`config.mk`:
```
export PLATFORM = sky130hd
export DESIGN_NAME = pwm_uge_flat
export DESIGN_NICKNAME = d
export VERILOG_FILES = /design/src/rtl/pwm_pkg.sv /design/src/rtl/pwm_uge_if.sv /design/src/rtl/pwm_uge_cmp.sv /design/src/rtl/pwm_uge.sv /design/src/flat_wrapper.sv
export SDC_FILE = /design/constraint.sdc
export NUM_CORES = 1
export LEC_CHECK = 0
export CAP_MARGIN = 15
export CORE_MARGIN = 3
export CORE_UTILIZATION = 53
export DETAILED_ROUTE_END_ITERATION = 6
export GPL_TIMING_DRIVEN = 0
export PLACE_DENSITY = 0.89
export SYNTH_ARGS = -nofsm -noshare
export SYNTH_HDL_FRONTEND = slang
export SYNTH_SLANG_ARGS = --single-unit
```
`constraint.sdc`:
```
create_clock -name clk -period 2.2 [get_ports clk]
set_input_delay 0.44 -clock clk [delete_from_list [all_inputs] [get_ports clk]]
set_output_delay 0.44 -clock clk [all_outputs]
set_load 0.02 [all_outputs]
```
`src/rtl/pwm_pkg.sv`:
```
// Shared constants for the pwm_uge timer: default width and reset fill values
// for the active period/duty registers.
package pwm_pkg;

    localparam int PWM_WIDTH = 8;

    // Reset fill bits, replicated to the counter width at the point of use.
    localparam logic PER_RST  = 1'b1;
    localparam logic DUTY_RST = 1'b0;

endpackage

```
`src/rtl/pwm_uge_if.sv`:
```
// Configuration handshake bundle for pwm_uge: new period/duty offered with a
// valid (load) and accepted when the pending buffer is empty (ready).
interface pwm_uge_if #(
    parameter int WIDTH = pwm_pkg::PWM_WIDTH
);
    logic [WIDTH-1:0] period;
    logic [WIDTH-1:0] duty;
    logic             load;
    logic             ready;

    modport master (
        output period,
        output duty,
        output load,
        input  ready
    );

    modport slave (
        input  period,
        input  duty,
        input  load,
        output ready
    );
endinterface

```
`src/rtl/pwm_uge_cmp.sv`:
```
// Unsigned a >= b, taken as the carry-out of a + ~b + 1 (no borrow from a - b).
module uge_cmp #(
    parameter int WIDTH = 8
) (
    input  logic [WIDTH-1:0] a,
    input  logic [WIDTH-1:0] b,
    output logic             ge
);

    logic carry;

    // Ripple chain keeps only the carry, so no unused difference bits remain.
    always_comb begin
        carry = 1'b1;
        for (int i = 0; i < WIDTH; i++) begin
            carry = (a[i] & ~b[i]) | (carry & (a[i] ^ ~b[i]));
        end
        ge = carry;
    end

endmodule

```
`src/rtl/pwm_uge.sv`:
```
// Up-counting PWM/timer: counts 0..per_act, output high while count < duty_act,
// with period/duty changes buffered and applied only at the wrap boundary.
import pwm_pkg::*;

module pwm_uge #(
    parameter int WIDTH = PWM_WIDTH
) (
    input  logic             clk,
    input  logic             reset,
    input  logic             ce,
    pwm_uge_if.slave         cfg,
    output logic [WIDTH-1:0] count,
    output logic             o,
    output logic             tc
);

    logic [WIDTH-1:0] per_act;
    logic [WIDTH-1:0] duty_act;
    logic [WIDTH-1:0] per_pend;
    logic [WIDTH-1:0] duty_pend;
    logic             ready;
    logic             wrap;
    logic             duty_ge;

    uge_cmp #(.WIDTH(WIDTH)) u_wrap_cmp (
        .a  (count),
        .b  (per_act),
        .ge (wrap)
    );

    uge_cmp #(.WIDTH(WIDTH)) u_duty_cmp (
        .a  (count),
        .b  (duty_act),
        .ge (duty_ge)
    );

    assign cfg.ready = ready;

    // Apply requires a full buffer at the edge and accept requires an empty one,
    // so a load accepted on a wrap edge waits for the following wrap.
    always_ff @(posedge clk) begin
        if (reset) begin
            count     <= '0;
            per_act   <= {WIDTH{PER_RST}};
            duty_act  <= {WIDTH{DUTY_RST}};
            per_pend  <= '0;
            duty_pend <= '0;
            ready     <= 1'b1;
            o         <= 1'b0;
            tc        <= 1'b0;
        end else begin
            if (ce) begin
                count <= wrap ? '0 : count + WIDTH'(1);
                tc    <= wrap;
                o     <= ~duty_ge;
            end else begin
                tc    <= 1'b0;
            end

            if (ce && wrap && !ready) begin
                per_act  <= per_pend;
                duty_act <= duty_pend;
                ready    <= 1'b1;
            end else if (cfg.load && ready) begin
                per_pend  <= cfg.period;
                duty_pend <= cfg.duty;
                ready     <= 1'b0;
            end
        end
    end

endmodule
```
`src/flat_wrapper.sv`:
```
// flat-port wrapper written by rule: the top's interface ports become plain ports
module pwm_uge_flat 
#(
    parameter int WIDTH = PWM_WIDTH
)
  (clk, reset, ce, count, o, tc, cfg_period, cfg_duty, cfg_load, cfg_ready);
  pwm_uge_if #(.WIDTH(WIDTH)) cfg_i ();
  input  logic clk;
  input  logic reset;
  input  logic ce;
  output logic [WIDTH-1:0] count;
  output logic o;
  output logic tc;
  input wire logic [$bits(cfg_i.period)-1:0] cfg_period;
  input wire logic [$bits(cfg_i.duty)-1:0] cfg_duty;
  input wire logic [$bits(cfg_i.load)-1:0] cfg_load;
  output wire logic [$bits(cfg_i.ready)-1:0] cfg_ready;
  assign cfg_i.period = cfg_period;
  assign cfg_i.duty = cfg_duty;
  assign cfg_i.load = cfg_load;
  assign cfg_ready = cfg_i.ready;
  pwm_uge #(.WIDTH(WIDTH)) u_core (.clk(clk), .reset(reset), .ce(ce), .cfg(cfg_i), .count(count), .o(o), .tc(tc));
endmodule
```
==> flow_metrics.py, run 1 <==
metrics = {
    "status": {
        "outcome": "finished, final reports clean",
    },
    "floorplan": {
        "die_h_um": 68.3,
        "ios": 31,
        "die_w_um": 68.3,
        "initial_core_util_pct": 58.4,
        "die_area_um2": 4660,
        "core-area_um2": 3520,
        "num_rows": 21,
    },
    "timing": {
        "fin_crit_ns": 2.04,
        "fmax_mhz": 491,
        "rsz0062_at_grt": "no",
        "slew_viol_final": 0,
        "worst_slack_ns": 0.161,
        "finalHoldViolations": 0,
        "clock_skew_ns": 0.00922,
        "worstMarginPinSlew_ns": 0.617,
        "period_share_pct": 92.7,
        "fin_tns_setup_ns": 0,
        "slew_headroom_pct": 58.8,
        "finalSetupViolations": 0,
    },
    "layout": {
        "nets": 314,
        "drive_gt1_share_pct": 6.43,
        "syn2layout_area_growth_pct": 23.1,
        "final_cell_mix": "dfxtp_1 (41), nand2_1 (37), clkdlybuf4s50_1 (30)",
        "diodes": 0,
        "nFillCells": 280,
        "fin_area_um2": 2530,
        "final_common_cell": "dfxtp_1",
    },
    "global_routing": {
        "grt_pass1_vias": 1506,
        "antenna_found_initial": 0,
        "grt_pass1_wl_um": 6910,
        "overflow": 0,
        "grt.total_usage_pct": 20.5,
        "grt_max_degree": 14,
    },
    "power_and_ir_drop": {
        "leakage_nw": 0.998,
        "vdd_drop_max_v": 0.000440,
        "powerDensity_nw_per_um2": 573,
    },
    "routing": {
        "vias_per_cell": 5.13,
        "drt-pass1-iter-count": 4,
        "drt_iter0_drc": 155,
        "route.detailed.drc": 0,
        "wl_per_cell_um": 13.2,
        "antenna_left": 0,
        "drt_wl_total_um": 4290,
        "vias": 1671,
    },
    "logic_synthesis": {
        "synth-xor-area-share_pct": 2.13,
        "synthMuxAreaShare_pct": 7.80,
        "synth_top_family_by_area": "simple AND/OR/NAND/NOR gates",
        "async_flop_share_pct": 0,
        "ys_warn_count": 0,
        "yosysUniqueCellTypes": 33,
        "seq_area_frac_synth_pct": 41.9,
        "syn-mean-instance-area_um2": 8.63,
        "synth_fa_ha_area_share_pct": 9.14,
        "yosys_register_bits": 43,
        "synth-edff-count": 0,
        "synth_compound_area_share_pct": 10.7,
        "yosys.area_share.simple_pct": 22.1,
        "synthesis.nets": 273,
        "synthCells": 238,
        "synth-main-ff-cell": "dfxtp_1",
        "netlist_area_um2": 2050,
    },
    "clock_network": {
        "clock_path_buffers": 2,
        "h-tree-depth": 2,
        "clk_latency_ns": 0.30,
        "cts.sinks": 43,
        "cts_root_buffer": "clkbuf_8",
        "clk_pin_slew_ns": 0.08,
        "ctsHoldBuffers": 0,
        "tritoncts": "done",
        "numCtsBuffers": 5,
    },
    "setup_path": {
        "critPathLaunchType": "flop",
        "max_stage_delay_ns": 0.37,
        "critPathKind": "flop to flop",
        "worstPathRequired_ns": 2.43,
        "critPathCaptureType": "flop",
        "crit_buf_inv": 2,
        "crit_chain": "ha_1, nand2_1, o21ai_1, a41oi_2, nor4b_2, buf_6, buf_12, mux2i_1",
        "crit_arrival_ns": 2.26,
        "cp_max_fo": 10,
        "critical-path-top-delay-family": "simple AND/OR/NAND/NOR gates",
        "critPathSlowestCell": "dfxtp_2",
    },
    "placement": {
        "place.gp.congestion": 0.771,
        "portBuffers": 30,
        "dpl_cell_area_um2": 2410,
        "dp_hpwl_um": 3150,
        "pre_cts_ws_ns": 0.0528,
    },
    "flow_run": {
        "maxCapViolCount": 0,
    },
    "hold_path": {
        "hp-class": "flop to flop",
    },
}
## final timing paths
| path | to | slack, ns | cells past startpoint | start |
|---|---|---|---|---|
| setup / recovery | u_core.duty_act[6]$_SDFFE_PP0P_ | 0.16 | 8 | u_core.count[2]$_SDFFE_PP0P_ |
| hold / removal | u_core.duty_pend[1]$_SDFFE_PP0P_ | 0.46 | 2 | u_core.duty_pend[1]$_SDFFE_PP0P_ |
| setup reg to reg | u_core.duty_act[6]$_SDFFE_PP0P_ | 0.16 | 8 | u_core.count[2]$_SDFFE_PP0P_ |
| hold reg to reg | u_core.duty_pend[1]$_SDFFE_PP0P_ | 0.46 | 2 | u_core.duty_pend[1]$_SDFFE_PP0P_ |
## power breakdown
| part | switching [mW] | internal, mW |
|---|---|---|
| Sequential | 0.0170 | 0.799 |
| Combinational | 0.0685 | 0.0722 |
| Clock | 0.270 | 0.222 |
## cells in the mapped netlist, types with 3 or more instances
cell,n,area (um^2)
a21oi_1,21,105
clkbuf_1,10,37.5
dfxtp_1,43,861
ha_1,15,188
inv_1,16,60.1
mux2i_1,16,160
nand2_1,37,139
nand2b_1,19,119
nor2_1,21,78.8
nor2b_1,3,18.8
nor3_1,6,30.0
o21ai_0,3,15.0
xor2_1,3,26.3
## logic make-up (layout without fill, tap and decap cells)
| logic type | after synthesis | count (layout) |
|---|---|---|
| and+or+nand+nor | 95 | 95 |
| DFF | 43 | 43 |
| AOI/OAI and AO/OA | 36 | 36 |
| buffers and inverters | 28 | 70 |
| muxes | 16 | 16 |
| adders and majority gates | 15 | 15 |
| xor gates and xnor gates | 5 | 5 |
## sequential cells by signal (all words and copies together), names as in the netlist
register	count
u_core.cfg.ready	1
u_core.count	8
u_core.duty_act	8
u_core.duty_pend	8
u_core.o	1
u_core.per_act	8
u_core.per_pend	8
u_core.tc	1
## layout make-up
| class | count | area (um^2) | share of cell area, % |
|---|---|---|---|
| multi-input combinational | 167 | 1060 | 42.1 |
| sequential | 43 | 863 | 34.1 |
| timing repair buffer | 34 | 330 | 13.1 |
| clock buffer | 6 | 72.6 | 2.87 |
| buffer | 12 | 68.8 | 2.72 |
| inverter | 16 | 60.1 | 2.37 |
| tap | 46 | 57.6 | 2.27 |
| clock inverter | 2 | 12.5 | 0.495 |
## worst register-to-register path: cells and delay by family (launching register included)
family,cells,cell delay (ns)
simple gates,2,0.39
flops,1,0.37
compound gates,2,0.36
buf+inv,2,0.33
fa+ha+maj,1,0.31
mux,1,0.21
## stage by stage
stage | cells | utilization [%] | hold WS (ns) | total power [mW]
after floorplan | 238 | - | 0.437 | 0.906
after global placement | 314 | 68.5 | 0.444 | 0.969
after detailed placement | 314 | 68.5 | 0.448 | 0.975
after CTS | 322 | 70.9 | 0.459 | 1.46
after global routing | 326 | 71.9 | 0.477 | 1.50
final | 326 | 71.9 | 0.459 | 1.45
## timing repair
action | 4_1_cts | 5_1_grt
gates resized for setup | 0 | 3
endpoints found under the setup margin | 0 | 12
setup buffers | 0 | 4
hold endpoints to repair | 0 | 0
## metal layers
| metal | GRT usage (%) | part of all wire (%) |
|---|---|---|
| met3 | 5.09 | 5.6 |
| met5 | 0 | 0 |
| met1 | 23.9 | 44 |
| met4 | 9.68 | 1.5 |
| met2 | 34.8 | 49 |
Note: power is estimated with default switching activity, not from simulation.
==> run 2: changes to the inputs <==
Settings changed: CELL_PAD_IN_SITES_DETAIL_PLACEMENT set to 2, CELL_PAD_IN_SITES_GLOBAL_PLACEMENT set to 2, CORE_UTILIZATION 53 to 32, GPL_ROUTABILITY_DRIVEN set to 1.
==> run 2 against run 1 <==
Combinational power grew 4%. Sequential power is essentially flat. Power grew 17%. Clock power grew 49%. Worst setup slack lost 0.019 ns. Fmax shrank 0.92%. Clock skew shrank 0.00097 ns. Sequential share of layout area shrank 1.0 points. Final cell count grew 8.3%. Critical path depth is the same. Design area grew 3.3%. Die area grew 59%.
==> flow_metrics.py, run 2 (synthesis gave the netlist of run 1 again) <==
metrics = {
    "power_and_ir_drop": {
        "leakage_nw": 1.02,
        "powerDensity_nw_per_um2": 649,
        "vdd_drop_max_v": 0.000390,
    },
    "timing": {
        "period_share_pct": 93.5,
        "clock_skew_ns": 0.00825,
        "finalHoldViolations": 0,
        "fin_crit_ns": 2.06,
        "fmax_mhz": 486,
        "worst_slack_ns": 0.143,
        "finalSetupViolations": 0,
        "slew_viol_final": 0,
        "worstMarginPinSlew_ns": 0.720,
        "slew_headroom_pct": 51.9,
    },
    "routing": {
        "wl_per_cell_um": 16.4,
        "vias_per_cell": 4.95,
        "drt-pass1-iter-count": 4,
        "antenna_left": 0,
        "route.detailed.drc": 0,
        "drt_wl_total_um": 5780,
        "vias": 1747,
        "drt_iter0_drc": 29,
    },
    "clock_network": {
        "h-tree-depth": 2,
        "clock_path_buffers": 2,
        "tritoncts": "done",
        "cts_root_buffer": "clkbuf_8",
        "clk_latency_ns": 0.30,
        "ctsHoldBuffers": 0,
        "cts.sinks": 43,
        "clk_pin_slew_ns": 0.09,
        "numCtsBuffers": 5,
    },
    "placement": {
        "dpl_cell_area_um2": 2450,
        "portBuffers": 30,
        "pre_cts_ws_ns": -0.125,
        "place.gp.congestion": 0.689,
        "dp_hpwl_um": 4340,
    },
    "layout": {
        "drive_gt1_share_pct": 6.47,
        "final_common_cell": "dfxtp_1",
        "fin_area_um2": 2610,
        "nets": 312,
        "syn2layout_area_growth_pct": 27.2,
        "nFillCells": 696,
        "diodes": 0,
        "final_cell_mix": "dfxtp_1 (40), nand2_1 (37), clkdlybuf4s50_1 (30)",
    },
    "global_routing": {
        "grt_pass1_vias": 1928,
        "grt_max_degree": 14,
        "antenna_found_initial": 0,
        "overflow": 0,
        "grt_pass1_wl_um": 9760,
        "grt.total_usage_pct": 17.0,
    },
    "setup_path": {
        "critPathLaunchType": "flop",
        "critPathCaptureType": "flop",
        "r2r_setup_slack_ns": 0.14,
        "worstPathRequired_ns": 2.40,
        "cp_max_fo": 7,
        "crit_arrival_ns": 2.26,
        "critPathKind": "flop to flop",
    },
    "floorplan": {
        "core-area_um2": 6060,
        "initial_core_util_pct": 33.9,
        "die_area_um2": 7420,
        "die_h_um": 86.1,
        "num_rows": 28,
        "die_w_um": 86.1,
        "ios": 31,
    },
    "hold_path": {
        "hp-class": "flop to flop",
    },
    "status": {
        "outcome": "finished, final reports clean",
    },
    "flow_run": {
        "maxCapViolCount": 0,
    },
}
-- run 2: layout make-up --
cell class	instances	area, um^2	share of cell area, %
flip-flops and latches	43	865	33.1
repair buffers	32	315	12.1
clock inverters	2	60.1	2.30
clock buffers	6	72.6	2.78
well taps	75	93.8	3.59
multi-input cells	167	1080	41.2
inverters	16	60.1	2.30
plain buffers	12	68.8	2.63
-- run 2: where the power goes --
group / internal, mW / total [mW] / leakage [nW] / switching, mW
Clock: 0.454 / 0.733 / 0.0654 / 0.279
Sequential: 0.799 / 0.817 / 0.351 / 0.0179
Combinational: 0.0727 / 0.146 / 0.607 / 0.0737
Total: 1.33 / 1.70 / 1.02 / 0.371
-- run 2: through the flow --
stage	hold slack [ns]	TNS, ns	power [mW]	utilization [%]	cells
detailed placement	0.458	-1.08	0.983	40.4	343
global placement	0.443	-0.324	0.975	40.4	343
floorplan	0.437	0	0.906	-	238
finish	0.466	0	1.70	43.1	353
global route	0.495	-0.00454	1.77	43.1	353
CTS	0.471	0	1.72	42.8	352
-- run 2: final timing paths --
check	start	to	cells after the start
max	u_core.count[6]$_SDFFE_PP0P_	u_core.cfg.ready$_SDFFE_PP1P_	8
min	u_core.duty_pend[5]$_SDFFE_PP0P_	u_core.duty_pend[5]$_SDFFE_PP0P_	2
max reg2reg	u_core.count[6]$_SDFFE_PP0P_	u_core.cfg.ready$_SDFFE_PP1P_	8
min reg2reg	u_core.duty_pend[5]$_SDFFE_PP0P_	u_core.duty_pend[5]$_SDFFE_PP0P_	2
-- run 2: what timing repair did --
| action | CTS | global route |
|---|---|---|
| gates resized for setup | 2 | 3 |
| setup endpoints to repair | 10 | 23 |
| gates cloned | 0 | 0 |
| buffers inserted | 1 | 1 |
| pin swaps | 1 | 2 |
-- run 2: metal layers --
layer / track usage, % / wire (um)
met2: 30.8 / 2970
met4: 5.18 / 80
met1: 19.9 / 2500
met5: 0 / 0
met3: 3.36 / 226
-- run 2: worst max-delay path: stages (launching register included) --
cell	delay [ns]
dfxtp_1	0.39
ha_1	0.26
nor3_1	0.24
o21ai_0	0.15
a41oi_2	0.29
nor4b_4	0.09
buf_6	0.14
buf_4	0.17
a211o_1	0.22
==> run 3: changes to the inputs <==
Settings changed: CELL_PAD_IN_SITES_DETAIL_PLACEMENT 2 to 1, CELL_PAD_IN_SITES_GLOBAL_PLACEMENT 2 to 1, CORE_UTILIZATION 32 to 40, PLACE_DENSITY 0.89 to 0.9.
Clock period 2.2 ns to 2.29 ns, I/O delays scaled along.
==> run 3 against run 2 <==
Die area shrank 19%. Largest power group unchanged. Via count shrank 3.4%. Sequential cell count is the same. Hold slack lost 0.0035 ns. Core utilization grew 9.4 points. Power shrank 11%. Largest cell class unchanged. Routed wire length shrank 17%. Highest routed layer unchanged.
==> flow_metrics.py, run 3 (synthesis gave the netlist of run 1 again) <==
metrics = {
    "timing": {
        "period_share_pct": 93.3,
        "worstMarginPinSlew_ns": 0.665,
        "whs_ns": 0.462,
        "fin_crit_ns": 2.14,
        "rsz0062_at_grt": "no",
        "worst_slack_ns": 0.153,
        "slew_headroom_pct": 55.6,
        "fin_tns_setup_ns": 0,
        "finalSetupViolations": 0,
        "finalHoldViolations": 0,
        "clock_skew_ns": 0.00806,
        "fmax_mhz": 468,
        "slew_viol_final": 0,
    },
    "global_routing": {
        "grt_pass1_wl_um": 8160,
        "antenna_found_initial": 0,
        "grt_max_degree": 14,
        "grt.total_usage_pct": 17.2,
        "overflow": 0,
        "grt_pass1_vias": 1740,
    },
    "hold_path": {
        "hp-class": "flop to flop",
    },
    "placement": {
        "place.gp.congestion": 0.814,
        "portBuffers": 30,
        "dp_hpwl_um": 3680,
        "pre_cts_ws_ns": 0.0302,
    },
    "floorplan": {
        "die_area_um2": 6030,
        "num_rows": 25,
        "die_h_um": 77.7,
        "die_w_um": 77.7,
        "initial_core_util_pct": 42.4,
        "ios": 31,
        "core-area_um2": 4850,
    },
    "setup_path": {
        "cp_max_fo": 10,
        "critPathLaunchType": "flop",
        "crit_chain": "ha_1, nand2_1, o21ai_1, a41oi_2, nor4b_2, buf_6, buf_12, mux2i_1",
        "critPathSlowestCell": "dfxtp_1",
        "critPathKind": "flop to flop",
        "critPathCaptureType": "flop",
        "crit_arrival_ns": 2.36,
        "worstPathRequired_ns": 2.51,
        "max_stage_delay_ns": 0.38,
    },
    "routing": {
        "met2_length_um": 2320,
        "drt-pass1-iter-count": 4,
        "dr_wl_met3_um": 200,
        "drt_wl_total_um": 4820,
        "maxUsedRoutingLayer": "met4",
        "vias": 1687,
        "m1WireLength_um": 2220,
        "wl_per_cell_um": 14.1,
        "route.detailed.drc": 0,
        "antenna_left": 0,
        "drt_iter0_drc": 43,
        "vias_per_cell": 4.93,
    },
    "clock_network": {
        "cts.sinks": 43,
        "clk_pin_slew_ns": 0.08,
        "numCtsBuffers": 5,
        "cts_root_buffer": "clkbuf_8",
        "post_cts_buffers": 0,
        "clk_latency_ns": 0.30,
        "ctsHoldBuffers": 0,
        "cts_resized": 0,
        "clock_path_buffers": 2,
        "tritoncts": "done",
        "h-tree-depth": 2,
    },
    "layout": {
        "final_common_cell": "dfxtp_1",
        "diodes": 0,
        "final_cell_mix": "dfxtp_1 (42), nand2_1 (37), clkdlybuf4s50_1 (30)",
        "syn2layout_area_growth_pct": 23.9,
        "drive_gt1_share_pct": 4.73,
        "nets": 310,
        "fin_util_pct": 52.5,
    },
    "power_and_ir_drop": {
        "leakage_nw": 0.985,
        "total_power_mw": 1.50,
        "powerDensity_nw_per_um2": 591,
        "vdd_drop_max_v": 0.000344,
    },
    "flow_run": {
        "maxCapViolCount": 0,
    },
    "status": {
        "outcome": "finished, final reports clean",
    },
}
==> run 3: layout make-up <==
| class | instances | area (um^2) |
|---|---|---|
| Multi-Input combinational cell | 167 | 1060 |
| Fill cell | 584 | 2300 |
| Clock buffer | 5 | 68.8 |
| Tap cell | 67 | 83.8 |
| Inverter | 16 | 60.1 |
| Sequential cell | 43 | 862 |
| Timing Repair Buffer | 30 | 300 |
| Clock inverter | 2 | 37.5 |
| Buffer | 12 | 68.8 |
==> run 3: power breakdown <==
group	leakage [nW]	internal [mW]	switching, mW
logic	0.584	0.0697	0.0668
clock network	0.0502	0.319	0.264
registers	0.350	0.768	0.0163
==> run 3: final timing paths <==
check	from	endpoint	slack (ns)	cells past startpoint
setup / recovery	u_core.count[1]$_SDFFE_PP0P_	u_core.per_act[4]$_SDFFE_PP1P_	0.15	8
setup reg to reg	u_core.count[1]$_SDFFE_PP0P_	u_core.per_act[4]$_SDFFE_PP1P_	0.15	8
hold / removal	u_core.duty_pend[4]$_SDFFE_PP0P_	u_core.duty_pend[4]$_SDFFE_PP0P_	0.46	2
hold reg to reg	u_core.duty_pend[4]$_SDFFE_PP0P_	u_core.duty_pend[4]$_SDFFE_PP0P_	0.46	2
==> run 3: metrics by stage <==
stage,area (um^2),cells
after floorplan,2050,238
after global placement,2440,335
after detailed placement,2440,335
after CTS,2540,342
after global routing,2550,342
final,2550,342
==> run 3: worst max-delay path, delay by kind of cell (launching register included) <==
| family | cells | cell delay [ns] |
|---|---|---|
| fa+ha+maj | 1 | 0.31 |
| compound gates | 2 | 0.38 |
| flops | 1 | 0.38 |
| simple gates | 2 | 0.44 |
| buf+inv | 2 | 0.35 |
| mux | 1 | 0.19 |
==> run 3: routing by layer <==
layer | vias to the layer above | track usage, %
li1 | 860 | -
met1 | 784 | 20.3
met2 | 35 | 30.5
met3 | 8 | 3.94
met4 | 0 | 5.69
met5 | - | 0
